--- src/rtl/alu_seq_pkg.sv ---
// Shared types for the handshaked sequential ALU: opcodes, FSM states and the flag vector.
package alu_seq_pkg;

  localparam int FLAG_W = 4;

  typedef enum logic [2:0] {
    OP_AND = 3'b000,
    OP_OR  = 3'b001,
    OP_ADD = 3'b010,
    OP_SUB = 3'b011,
    OP_XOR = 3'b100,
    OP_SLT = 3'b101,
    OP_MUL = 3'b110,
    OP_SRA = 3'b111
  } alu_op_e;

  typedef enum logic [1:0] {
    IDLE = 2'd0,
    MUL  = 2'd1,
    HOLD = 2'd2
  } alu_state_e;

  typedef struct packed {
    logic n;
    logic z;
    logic c;
    logic v;
  } alu_flags_t;

endpackage

--- src/rtl/alu_mul_seq.sv ---
// Shift-add multiplier iterator: one partial product per clock, WIDTH iterations per start.
// done/product are combinational so the caller can register the final sum on the last edge.
module alu_mul_seq #(
  parameter int WIDTH = 8,
  parameter int CNT_W = $clog2(WIDTH) + 1
) (
  input  logic                 clk,
  input  logic                 rst_n,
  input  logic                 start,
  input  logic [WIDTH-1:0]     a,
  input  logic [WIDTH-1:0]     b,
  output logic                 done,
  output logic [2*WIDTH-1:0]   product
);

  logic                 run_p1;
  logic [CNT_W-1:0]     cnt_p1;
  logic [2*WIDTH-1:0]   mcand_p1;
  logic [WIDTH-1:0]     mplier_p1;
  logic [2*WIDTH-1:0]   acc_p1;
  logic [2*WIDTH-1:0]   acc_nxt;

  assign acc_nxt = acc_p1 + (mplier_p1[0] ? mcand_p1 : '0);
  assign done    = run_p1 && (cnt_p1 == CNT_W'(WIDTH - 1));
  assign product = acc_nxt;

  // stage p1: iteration control
  always_ff @(posedge clk or negedge rst_n) begin
    if (!rst_n) begin
      run_p1 <= 1'b0;
      cnt_p1 <= '0;
    end else if (start) begin
      run_p1 <= 1'b1;
      cnt_p1 <= '0;
    end else if (run_p1) begin
      if (done) begin
        run_p1 <= 1'b0;
      end
      cnt_p1 <= cnt_p1 + 1'b1;
    end
  end

  // stage p1: shift-add datapath
  always_ff @(posedge clk) begin
    if (start) begin
      mcand_p1  <= {{WIDTH{1'b0}}, a};
      mplier_p1 <= b;
      acc_p1    <= '0;
    end else if (run_p1) begin
      acc_p1    <= acc_nxt;
      mcand_p1  <= mcand_p1 << 1;
      mplier_p1 <= mplier_p1 >> 1;
    end
  end

endmodule

--- src/rtl/alu_seq.sv ---
// Handshaked WIDTH-bit ALU with registered result/flags and a multi-cycle shift-add MUL.
// Build option ALU_SEQ_MUL_EN: when undefined, opcode 110 is flagged illegal (C=V=1) in one cycle.
module alu_seq
  import alu_seq_pkg::*;
#(
  parameter int WIDTH = 8,
  parameter int CNT_W = $clog2(WIDTH) + 1
) (
  input  logic              clk,
  input  logic              rst_n,
  input  logic              in_valid,
  output logic              in_ready,
  input  logic [WIDTH-1:0]  a,
  input  logic [WIDTH-1:0]  b,
  input  logic [2:0]        ALUControl,
  output logic              out_valid,
  input  logic              out_ready,
  output logic [WIDTH-1:0]  ALUResult,
  output logic [FLAG_W-1:0] flags,
  output logic              busy
);

  localparam int SH_W = CNT_W - 1;

  alu_state_e  state, state_d;
  alu_op_e     op;
  logic        accept;
  logic        load;
  logic        c_d, v_d;
  logic [WIDTH-1:0] res_d;
  alu_flags_t  flags_q, flags_d;

  logic [WIDTH:0]   add_p0;
  logic [WIDTH:0]   sub_p0;
  logic             add_v_p0;
  logic             sub_v_p0;
  logic [WIDTH-1:0] sra_p0;

  assign op       = alu_op_e'(ALUControl);
  assign in_ready = (state == IDLE) || ((state == HOLD) && out_ready);
  assign accept   = in_valid && in_ready;

  // stage p0: single-cycle arithmetic on the live operands
  assign add_p0   = {1'b0, a} + {1'b0, b};
  assign sub_p0   = {1'b0, a} + {1'b0, ~b} + {{WIDTH{1'b0}}, 1'b1};
  assign add_v_p0 = (a[WIDTH-1] == b[WIDTH-1]) && (add_p0[WIDTH-1] != a[WIDTH-1]);
  assign sub_v_p0 = (a[WIDTH-1] != b[WIDTH-1]) && (sub_p0[WIDTH-1] != a[WIDTH-1]);
  assign sra_p0   = $signed(a) >>> b[SH_W-1:0];

`ifdef ALU_SEQ_MUL_EN
  logic               mul_start;
  logic               mul_done;
  logic [2*WIDTH-1:0] mul_prod;

  assign mul_start = accept && (op == OP_MUL);

  alu_mul_seq #(
    .WIDTH (WIDTH),
    .CNT_W (CNT_W)
  ) u_mul (
    .clk     (clk),
    .rst_n   (rst_n),
    .start   (mul_start),
    .a       (a),
    .b       (b),
    .done    (mul_done),
    .product (mul_prod)
  );

  assign busy = (state == MUL);
`else
  assign busy = 1'b0;
`endif

  always_comb begin
    state_d = state;
    load    = 1'b0;
    case (state)
      IDLE, HOLD: begin
        if (accept) begin
`ifdef ALU_SEQ_MUL_EN
          if (op == OP_MUL) begin
            state_d = MUL;
          end else begin
            state_d = HOLD;
            load    = 1'b1;
          end
`else
          state_d = HOLD;
          load    = 1'b1;
`endif
        end else if ((state == HOLD) && out_ready) begin
          state_d = IDLE;
        end
      end
`ifdef ALU_SEQ_MUL_EN
      MUL: begin
        if (mul_done) begin
          state_d = HOLD;
          load    = 1'b1;
        end
      end
`endif
      default: state_d = IDLE;
    endcase
  end

  // SLT reuses the subtractor: a<b (signed) exactly when N^V of a-b
  always_comb begin
    res_d = '0;
    c_d   = 1'b0;
    v_d   = 1'b0;
`ifdef ALU_SEQ_MUL_EN
    if (state == MUL) begin
      res_d = mul_prod[WIDTH-1:0];
      c_d   = |mul_prod[2*WIDTH-1:WIDTH];
    end else begin
`else
    begin
`endif
      case (op)
        OP_AND: res_d = a & b;
        OP_OR:  res_d = a | b;
        OP_ADD: begin
          res_d = add_p0[WIDTH-1:0];
          c_d   = add_p0[WIDTH];
          v_d   = add_v_p0;
        end
        OP_SUB: begin
          res_d = sub_p0[WIDTH-1:0];
          c_d   = sub_p0[WIDTH];
          v_d   = sub_v_p0;
        end
        OP_XOR: res_d = a ^ b;
        OP_SLT: res_d = {{(WIDTH-1){1'b0}}, sub_p0[WIDTH-1] ^ sub_v_p0};
        OP_MUL: begin
`ifndef ALU_SEQ_MUL_EN
          c_d = 1'b1;
          v_d = 1'b1;
`endif
        end
        OP_SRA: res_d = sra_p0;
        default: res_d = '0;
      endcase
    end
  end

  always_comb begin
    flags_d   = '0;
    flags_d.n = res_d[WIDTH-1];
    flags_d.z = (res_d == '0);
    flags_d.c = c_d;
    flags_d.v = v_d;
  end

  // stage p1: FSM state and registered result/flags
  always_ff @(posedge clk or negedge rst_n) begin
    if (!rst_n) begin
      state     <= IDLE;
      ALUResult <= '0;
      flags_q   <= '0;
    end else begin
      state <= state_d;
      if (load) begin
        ALUResult <= res_d;
        flags_q   <= flags_d;
      end
    end
  end

  assign out_valid = (state == HOLD);
  assign flags     = flags_q;

endmodule

--- config.mk ---
export PLATFORM = sky130hd
export DESIGN_NAME = alu_seq
export DESIGN_NICKNAME = d
export VERILOG_FILES = /design/src/rtl/alu_seq_pkg.sv /design/src/rtl/alu_mul_seq.sv /design/src/rtl/alu_seq.sv
export SDC_FILE = /design/constraint.sdc
export NUM_CORES = 1
export LEC_CHECK = 0
export BUFFER_PORTS_ARGS = -buffer_cell sky130_fd_sc_hd__buf_2
export CAP_MARGIN = 30
export CORE_MARGIN = 2
export CORE_UTILIZATION = 50
export CTS_CLUSTER_SIZE = 14
export DETAILED_ROUTE_END_ITERATION = 16
export HOLD_SLACK_MARGIN = 0.03
export PLACE_DENSITY = 0.77
export SLEW_MARGIN = 10
export SYNTH_ARGS = -nofsm -noshare
export SYNTH_HDL_FRONTEND = slang
export SYNTH_SLANG_ARGS = --single-unit
--- constraint.sdc ---
create_clock -name clk -period 1.35 [get_ports clk]
set_input_delay 0.0675 -clock clk [delete_from_list [all_inputs] [get_ports clk]]
set_output_delay 0.0675 -clock clk [all_outputs]
set_load 0.02 [all_outputs]
==> results.py, run 1 <==
metrics = {
    "sta": {
        "setup_viol": 11,
        "worstMarginPinSlew_ns": 0.525,
        "final-max-slew-violation-count": 0,
        "clock_skew_ns": 0.00267,
        "final-hold-violation-count": 0,
        "fin_crit_sh_pct": 194,
        "slew_headroom_pct": 64.9,
        "fmax_mhz": 381,
        "rsz0062_at_grt": "true",
        "fin_ws_ns": -1.27,
        "period_minus_slack_ns": 2.62,
    },
    "pwr": {
        "internal_power_uw": 1290,
        "vdd_ir_drop_max_uv": 389,
        "p_sw_uw": 909,
        "finalPower_uw": 2200,
        "p_leak_uw": 0.00161,
        "cellPowerDensity_nw_per_um2": 661,
        "seqPwrFrac_pct": 20.6,
        "combPwrFrac_pct": 64.4,
        "clockPowerShare_pct": 15.0,
        "sw_frac_of_total_pct": 41.4,
    },
    "die": {
        "fp.dieW_um": 68.3,
        "io_pins": 38,
        "fp.coreArea_um2": 4000,
        "start_util_pct": 51.6,
        "die_y_um": 68.3,
        "rows": 23,
        "die_area_um2": 4660,
    },
    "synth": {
        "synth_most_common_cell": "inv_1",
        "syn-num-nets": 316,
        "yosys_warnings": 0,
        "synth_enable_flop_cells": 0,
        "synth_common_cells": "inv_1, nor2_1, ha_1",
        "ys_types": 54,
        "synth.avg_cell_area_um2": 7.79,
        "seq_area_frac_synth_pct": 14.5,
        "synth_area_um2": 2060,
        "yosysTopAreaCell": "ha_1",
        "postSynthRegisterBits": 12,
        "synthTopCellsByArea": "ha_1, dfrtp_1, inv_1, mux2i_1, nor2_1",
        "yosys_most_used_dff": "dfrtp_1",
        "async_flop_share_pct": 100,
        "netlist_instances": 265,
        "synth_top_area_share_pct": 15.2,
    },
    "routing": {
        "wl_per_cell_um": 20.4,
        "drcViolationCount": 0,
        "first_pass_iters": 5,
        "postRouteAntennaNets": 0,
        "drtIter0Drc": 410,
        "vias_per_cell": 6.32,
        "vias": 2700,
        "drt-total-wl_um": 8730,
    },
    "clock_network": {
        "cts.sinks": 12,
        "root_buffer": "clkbuf_8",
        "clk-insertion-delay-late_ns": 0.25,
        "cts_inserted_buffers": 3,
        "clock_path_buffers": 2,
        "cts.clk_slew.worst_paths_ns": 0.05,
        "cts_tree": "yes",
        "cts_max_level": 1,
    },
    "global_route": {
        "grt_max_degree": 19,
        "grt_pass1_wl_um": 12000,
        "grt_usage_pct": 34.9,
        "grt_pass1_vias": 2536,
        "antenna_found_initial": 0,
        "overflow": 0,
    },
    "worst_setup_path": {
        "max_stage_delay_ns": 0.42,
        "worstSetupStartpointType": "input port",
        "worstPathCellList": "buf_8 -> inv_8 -> ha_4 -> or3_4 -> a31oi_4 -> o21bai_4 -> a21oi_2 -> o21ai_1 -> nor2b_4 -> fa_2 -> nand2_1 -> o21ai_1 -> a21oi_1 -> o211ai_1 -> nor3_1 -> and3_1 -> a32o_2",
        "worstSetupPathType": "in -> reg",
        "worst-path-buf-inv": 2,
        "crit_slowest_cell": "or3_4",
        "cp_common_cell": "o21ai_1",
        "critical_path_required_ns": 1.53,
        "worst_ep_arrival_time_ns": 2.81,
        "crit_path_end_kind": "register",
        "path_delay_family": "compound AO/OA/AOI/OAI gates",
        "critPathMaxFanout": 2,
    },
    "placement": {
        "place_congestion": 0.911,
        "numPortBuffers": 36,
        "dp.cells": 413,
        "place_area_um2": 2910,
        "dp_hpwl_um": 5220,
        "dp_slack_ns": -1.46,
    },
    "layout": {
        "layout-drive-gt1-share_pct": 49.6,
        "final_net_count": 430,
        "fin_cells": 427,
        "n_antenna_cell": 0,
        "syn_to_final_growth_pct": 60.9,
        "final_cell_area_um2": 3320,
        "final_util_pct": 83.0,
    },
    "hold_path": {
        "hold_class": "in -> reg",
    },
    "run": {
        "maxCapViolCount": 0,
    },
    "status": {
        "violations": "negative setup slack",
        "status": "finished with violations",
    },
}
stage by stage:
step,TNS [ns],hold slack [ns]
after CTS,-6.42,0.0307
after global routing,-8.51,0.0384
after floorplan,-6.37,-0.228
after global placement,-9.96,-0.0507
after detailed placement,-10.67,-0.0471
final,-7.57,0.0281
routing by layer:
| metal | GRT usage [%] | up-vias | wire [µm] |
|---|---|---|---|
| li1 | - | 1168 | - |
| met4 | 23.3 | 0 | 699 |
| met2 | 62.5 | 227 | 4140 |
| met1 | 38.7 | 1241 | 3100 |
| met3 | 3.62 | 64 | 796 |
| met5 | 0 | - | 0 |
cells in the final DEF, fill, tap and decap left out, drive strengths merged, types with 2 or more instances in the layout:
cell type  count
buf          127
inv           27
nor2          26
ha            25
nand2         17
a21oi         17
o21ai         17
dfrtp         12
nand2b        11
mux2i         10
o22a           5
nor3           5
nand3          5
a221oi         5
xnor2          5
mux2           5
o211ai         4
o32ai          3
and3           3
fa             3
clkbuf         3
mux4           3
nor2b          3
or3            2
a31oi          2
o22ai          2
o221ai         2
a21o           2
xor2           2
o31ai          2
or4            2
a2111oi        2
registers in the layout (all words and copies together) (netlist names):
name       flops
flags          3
ALUResult      8
state          1
power groups by stage:
stage,combinational (µW),sequential [µW],clock [µW]
finish,1420,452,329
global route,1500,463,338
CTS,1260,453,328
floorplan,614,531,0
detailed placement,1140,458,0
global placement,1110,453,0
layout make-up:
cell class | instances | area [µm²]
multi-input combinational | 207 | 1840
clock buffer | 3 | 41.3
inverter | 27 | 116
fill | 232 | 678
sequential | 12 | 300
timing repair buffer | 128 | 960
tap | 50 | 62.6
logic make-up after synthesis:
| logic type | Yosys count | synth area share [%] |
|---|---|---|
| AOI/OAI and AO/OA | 76 | 25.6 |
| xor gates and xnor gates | 7 | 2.97 |
| adders and majority gates | 28 | 18.1 |
| buffers and inverters | 46 | 9.58 |
| DFF | 12 | 14.5 |
| muxes | 18 | 11.0 |
| other | 1 | 0.182 |
| and+or+nand+nor | 77 | 18.1 |
final timing paths:
path                                   start           end  slack, ns  cells past startpoint
worst max-delay path                    b[2]      flags[2]      -1.27                     17
worst min-delay path                in_valid      state[1]       0.03                      2
worst max register to register      state[1]      flags[2]      -0.14                      7
worst min register to register  ALUResult[3]  ALUResult[3]       0.47                      2
min in group asynchronous              rst_n  ALUResult[3]       0.22                      2
max in group asynchronous              rst_n  ALUResult[5]       0.92                      2
what timing repair did:
action                                  CTS  global route
gates resized for setup                  43            20
endpoints found under the setup margin   11            11
hold endpoints to repair                 12             0
pin swaps                                21            21
hold buffers                              1             0
buffers inserted                          8             4
(Power assumes the default switching activity.)
==> inputs of run 2 (changes only) <==
--- a/config.mk
+++ b/config.mk
@@ -8,7 +8,7 @@
 export BUFFER_PORTS_ARGS = -buffer_cell sky130_fd_sc_hd__buf_2
 export CAP_MARGIN = 30
 export CORE_MARGIN = 2
-export CORE_UTILIZATION = 50
+export CORE_UTILIZATION = 51
 export CTS_CLUSTER_SIZE = 14
 export DETAILED_ROUTE_END_ITERATION = 16
 export HOLD_SLACK_MARGIN = 0.03
==> run 2 against run 1 <==
The run still ends with negative setup slack left; via count rose by 2.1%; die area shrank 1.8%; clock-buffer cell count stayed put; sequential power hardly changed.
==> results.py, run 2 (synthesis results as in run 1) <==
metrics = {
    "worst_setup_path": {
        "crit_path_end_kind": "register",
        "worstPathCellList": "buf_8 -> inv_8 -> ha_4 -> or3_4 -> a31oi_4 -> o21bai_4 -> a21oi_2 -> o21ai_2 -> nor2b_4 -> fa_2 -> nand2_1 -> o21ai_1 -> a21oi_1 -> o211ai_1 -> nor3_1 -> and3_1 -> a32o_2",
        "max_stage_delay_ns": 0.41,
        "reg2regPathDepth": 7,
        "path_delay_family": "compound AO/OA/AOI/OAI gates",
        "worst-r2r-setup-slack_ns": -0.30,
        "worst-path-buf-inv": 2,
        "r2r-end": "flags[2]",
        "worstSetupStartpointType": "input port",
        "regToRegStartpoint": "state[1]",
        "critical_path_required_ns": 1.53,
        "crit_slowest_cell": "or3_4",
        "worst_ep_arrival_time_ns": 3.05,
        "worstSetupPathType": "in -> reg",
        "critPathMaxFanout": 2,
    },
    "die": {
        "rows": 23,
        "die_y_um": 67.6,
        "die_area_um2": 4570,
        "start_util_pct": 52.4,
        "fp.dieW_um": 67.6,
        "fp.coreArea_um2": 3940,
        "io_pins": 38,
    },
    "routing": {
        "first_pass_iters": 6,
        "drcViolationCount": 0,
        "postRouteAntennaNets": 0,
        "drtIter0Drc": 405,
        "vias": 2758,
        "wl_per_cell_um": 21.2,
        "drt-total-wl_um": 9070,
        "vias_per_cell": 6.46,
    },
    "hold_path": {
        "hold_class": "in -> reg",
        "hp-start": "in_valid",
        "hold_end": "state[1]",
        "holdPathStages": 2,
    },
    "clock_network": {
        "clock_path_buffers": 2,
        "cts_tree": "yes",
        "clk-insertion-delay-late_ns": 0.24,
        "cts_inserted_buffers": 3,
        "root_buffer": "clkbuf_8",
        "cts_max_level": 1,
        "cts.sinks": 12,
        "cts.clk_slew.worst_paths_ns": 0.05,
    },
    "run": {
        "maxCapViolCount": 0,
    },
    "layout": {
        "largest_reg_flops": 8,
        "fin_cells": 427,
        "final_common_cell": "buf_4",
        "final_net_count": 430,
        "regMostFlops": "ALUResult",
        "layout-drive-gt1-share_pct": 48.0,
        "n_antenna_cell": 0,
        "layout_common_cells": "buf_4, buf_2, nor2_1",
        "syn_to_final_growth_pct": 59.7,
    },
    "pwr": {
        "p_leak_uw": 0.00161,
        "vdd_ir_drop_max_uv": 272,
        "cellPowerDensity_nw_per_um2": 671,
    },
    "global_route": {
        "grt_pass1_wl_um": 12600,
        "overflow": 0,
        "grt_pass1_vias": 2525,
        "grt_usage_pct": 37.4,
        "grt_max_degree": 16,
        "antenna_found_initial": 0,
    },
    "sta": {
        "fmax_mhz": 349,
        "clock_skew_ns": 0.000174,
        "rsz0062_at_grt": "true",
        "timing.hold.ws_ns": 0.0386,
        "period_minus_slack_ns": 2.87,
        "final-hold-violation-count": 0,
        "slew_headroom_pct": 56.3,
        "final-max-slew-violation-count": 0,
        "setup_viol": 11,
        "worstMarginPinSlew_ns": 0.639,
        "fin_crit_sh_pct": 212,
        "fin_ws_ns": -1.52,
    },
    "placement": {
        "place_congestion": 0.953,
        "dp.cells": 409,
        "numPortBuffers": 36,
        "dp_hpwl_um": 5500,
    },
    "status": {
        "violations": "negative setup slack",
        "status": "finished with violations",
    },
}
[run 2: repair_timing]
action	4_1_cts	5_1_grt
hold buffers	1	0
hold endpoints to repair	12	0
pin swaps	33	21
buffers inserted	12	4
resized for setup	47	13
setup endpoints to repair	11	11
[run 2: metrics by stage]
step                      cell area [µm²]  total power, µW  TNS, ns  worst slack (ns)  util (%)
final                                3300             2210    -8.69             -1.52      83.6
after global routing                 3300             2310    -9.48             -1.62      83.6
after CTS                            3220             2060    -7.10             -1.14      81.6
after detailed placement             2880             1600   -10.80             -1.43      73.0
after global placement               2880             1560    -9.99             -1.36      73.0
after floorplan                      2190             1150    -6.37             -1.23         -
[run 2: cell type report]
cell class              count  area (µm²)
repair buffers            128         952
flip-flops and latches     12         300
multi-input cells         207        1820
fillers                   204         646
well taps                  50        62.6
clock buffers               3        41.3
inverters                  27         124
[run 2: metal layers]
layer / GRT usage [%] / up-vias / part of all wire, %
li1: - / 1173 / -
met1: 42.5 / 1249 / 33
met2: 62.3 / 254 / 46
met3: 6.83 / 82 / 12
met4: 26.8 / 0 / 8.2
met5: 0 / - / 0
[run 2: how the worst max path moves through the flow]
stage | startpoint | to | cells past startpoint
6_report | b[2] | flags[2] | 17
5_1_grt | b[2] | flags[2] | 17
4_1_cts | b[1] | flags[2] | 17
3_5_place_dp | a[2] | flags[2] | 15
3_3_place_gp | a[2] | flags[2] | 17
2_1_floorplan | b[2] | flags[0] | 16
[run 2: power breakdown]
| part | internal, µW | switching (µW) | total [µW] |
|---|---|---|---|
| combinational | 675 | 761 | 1440 |
| sequential | 420 | 31.9 | 452 |
| clock | 196 | 129 | 325 |
==> inputs of run 3 (changes only) <==
--- a/config.mk
+++ b/config.mk
@@ -9,9 +9,10 @@
 export CAP_MARGIN = 30
 export CORE_MARGIN = 2
 export CORE_UTILIZATION = 51
-export CTS_CLUSTER_SIZE = 14
+export CTS_CLUSTER_SIZE = 10
 export DETAILED_ROUTE_END_ITERATION = 16
 export HOLD_SLACK_MARGIN = 0.03
+export MAX_ROUTING_LAYER = met4
 export PLACE_DENSITY = 0.77
 export SLEW_MARGIN = 10
 export SYNTH_ARGS = -nofsm -noshare
==> run 3 against run 2 <==
The run still ends with negative setup slack left; total power is 0.53% higher; via count is 1.6% lower; cell area is 1.1% higher; die area stayed put; first-iteration DRC count is 21% lower; register-to-register slack better by 0.09 ns; routed wire length is 6.1% lower; clock power is 3% higher; cell count is 0.23% higher; non-clock buffer count is 1 higher; combinational power hardly changed; critical endpoint unchanged.
==> results.py, run 3 (synthesis results as in run 1) <==
metrics = {
    "routing": {
        "postRouteAntennaNets": 0,
        "drt-total-wl_um": 8520,
        "vias": 2714,
        "drtIter0Drc": 318,
        "vias_per_cell": 6.34,
        "first_pass_iters": 7,
        "wl_per_cell_um": 19.9,
        "drcViolationCount": 0,
    },
    "sta": {
        "final-hold-violation-count": 0,
        "fin_ws_ns": -1.38,
        "final-max-slew-violation-count": 0,
        "final.setup.tns_ns": -8.03,
        "setup_viol": 11,
        "fmax_mhz": 366,
        "period_minus_slack_ns": 2.73,
        "timing.hold.ws_ns": 0.0338,
        "clock_skew_ns": 0.000514,
        "rsz0062_at_grt": "true",
        "fin_crit_sh_pct": 202,
    },
    "layout": {
        "layout_common_cells": "buf_4, buf_2, nor2_1",
        "syn_to_final_growth_pct": 61.4,
        "regMostFlops": "ALUResult",
        "final_util_pct": 84.5,
        "final_common_cell": "buf_4",
        "final_cell_area_um2": 3330,
        "n_antenna_cell": 0,
        "final_net_count": 431,
        "layout-drive-gt1-share_pct": 48.7,
        "largest_reg_flops": 8,
    },
    "hold_path": {
        "hp-start": "in_valid",
        "hold_class": "in -> reg",
    },
    "clock_network": {
        "cts_tree": "yes",
        "root_buffer": "clkbuf_8",
        "cts.sinks": 12,
        "clk-insertion-delay-late_ns": 0.25,
        "cts.clk_slew.worst_paths_ns": 0.05,
        "cts_max_level": 1,
        "cts_inserted_buffers": 3,
        "clock_path_buffers": 2,
    },
    "worst_setup_path": {
        "r2r-end": "flags[2]",
        "worstPathCellList": "buf_8 -> inv_6 -> ha_4 -> or3_4 -> a31oi_4 -> o21bai_1 -> a21oi_1 -> o21ai_1 -> nor2b_4 -> fa_2 -> nand2_1 -> o21ai_1 -> a21oi_1 -> o211ai_1 -> nor3_1 -> and3_1 -> a32o_2",
        "worstSetupPathType": "in -> reg",
        "worstSetupStartpoint": "a[1]",
        "critPathMaxFanout": 2,
        "crit_cells": 17,
        "path_delay_family": "compound AO/OA/AOI/OAI gates",
        "crit_end": "flags[2]",
        "critical_path_required_ns": 1.54,
        "crit_path_end_kind": "register",
        "max_stage_delay_ns": 0.42,
        "worst-r2r-setup-slack_ns": -0.21,
        "worst_ep_arrival_time_ns": 2.92,
        "reg2regPathDepth": 7,
        "worstSetupStartpointType": "input port",
        "worst-path-buf-inv": 2,
        "crit_slowest_cell": "or3_4",
        "regToRegStartpoint": "state[1]",
    },
    "die": {
        "rows": 23,
        "fp.coreArea_um2": 3940,
        "fp.dieW_um": 67.6,
        "die_area_um2": 4570,
        "die_y_um": 67.6,
        "io_pins": 38,
        "start_util_pct": 52.4,
    },
    "status": {
        "violations": "negative setup slack",
        "status": "finished with violations",
    },
    "pwr": {
        "vdd_ir_drop_max_uv": 361,
        "p_leak_uw": 0.00162,
        "cellPowerDensity_nw_per_um2": 668,
    },
    "global_route": {
        "overflow": 0,
        "grt_pass1_vias": 2573,
        "antenna_found_initial": 0,
        "grt_pass1_wl_um": 12400,
        "grt_usage_pct": 37.6,
        "grt_max_degree": 16,
    },
    "placement": {
        "place_area_um2": 2890,
        "numPortBuffers": 36,
        "dp_slack_ns": -1.46,
        "dp_hpwl_um": 5280,
        "place_congestion": 0.971,
    },
    "run": {
        "maxCapViolCount": 0,
    },
}
==> run 3: power breakdown <==
group	internal [µW]	leakage (µW)	total [µW]	switching, µW
clock network	197	0.0000216	335	138
logic	685	0.00145	1440	755
registers	420	0.000150	450	30.1
==> run 3: repair_timing <==
item,in CTS,in global routing
endpoints found under the setup margin,11,11
buffers inserted,11,5
pin swaps,38,18
gates resized for setup,56,8
hold buffers,1,0
endpoints found under the hold margin,12,0
==> run 3: area by class of cell <==
| class | count | area [µm²] |
|---|---|---|
| multi-input combinational | 207 | 1830 |
| clock buffer | 3 | 41.3 |
| timing repair buffer | 129 | 975 |
| fill | 204 | 611 |
| inverter | 27 | 124 |
| tap | 50 | 62.6 |
| sequential | 12 | 300 |
==> run 3: how the worst min path moves through the flow <==
stage                               to  slack, ns  cells after the start
after global placement    ALUResult[5]      -0.05                      1
after floorplan           ALUResult[0]      -0.23                      0
final                         state[1]       0.03                      2
after detailed placement  ALUResult[6]      -0.04                      1
after global routing          state[1]       0.03                      2
after CTS                     state[1]       0.03                      2
==> run 3: per-layer routing <==
layer	vias up	track usage, %	part of all wire (%)
met5	-	-	0
li1	1175	-	-
met1	1257	41.6	37
met2	220	62.0	47
met4	0	26.0	6.4
met3	62	5.50	9.9
==> run 3: worst register-to-register path, cell delays in order, from the launching register on <==
cell      delay (ns)
dfrtp_1         0.37
nand2b_1        0.10
nand2_1         0.10
a221oi_1        0.27
o211ai_1        0.18
nor3_1          0.15
and3_1          0.17
a32o_2          0.16
==> run 3: per-stage QoR <==
stage | instances | total power, µW
floorplan | 265 | 1150
global placement | 410 | 1560
detailed placement | 410 | 1590
CTS | 423 | 2100
global route | 428 | 2330
finish | 428 | 2220
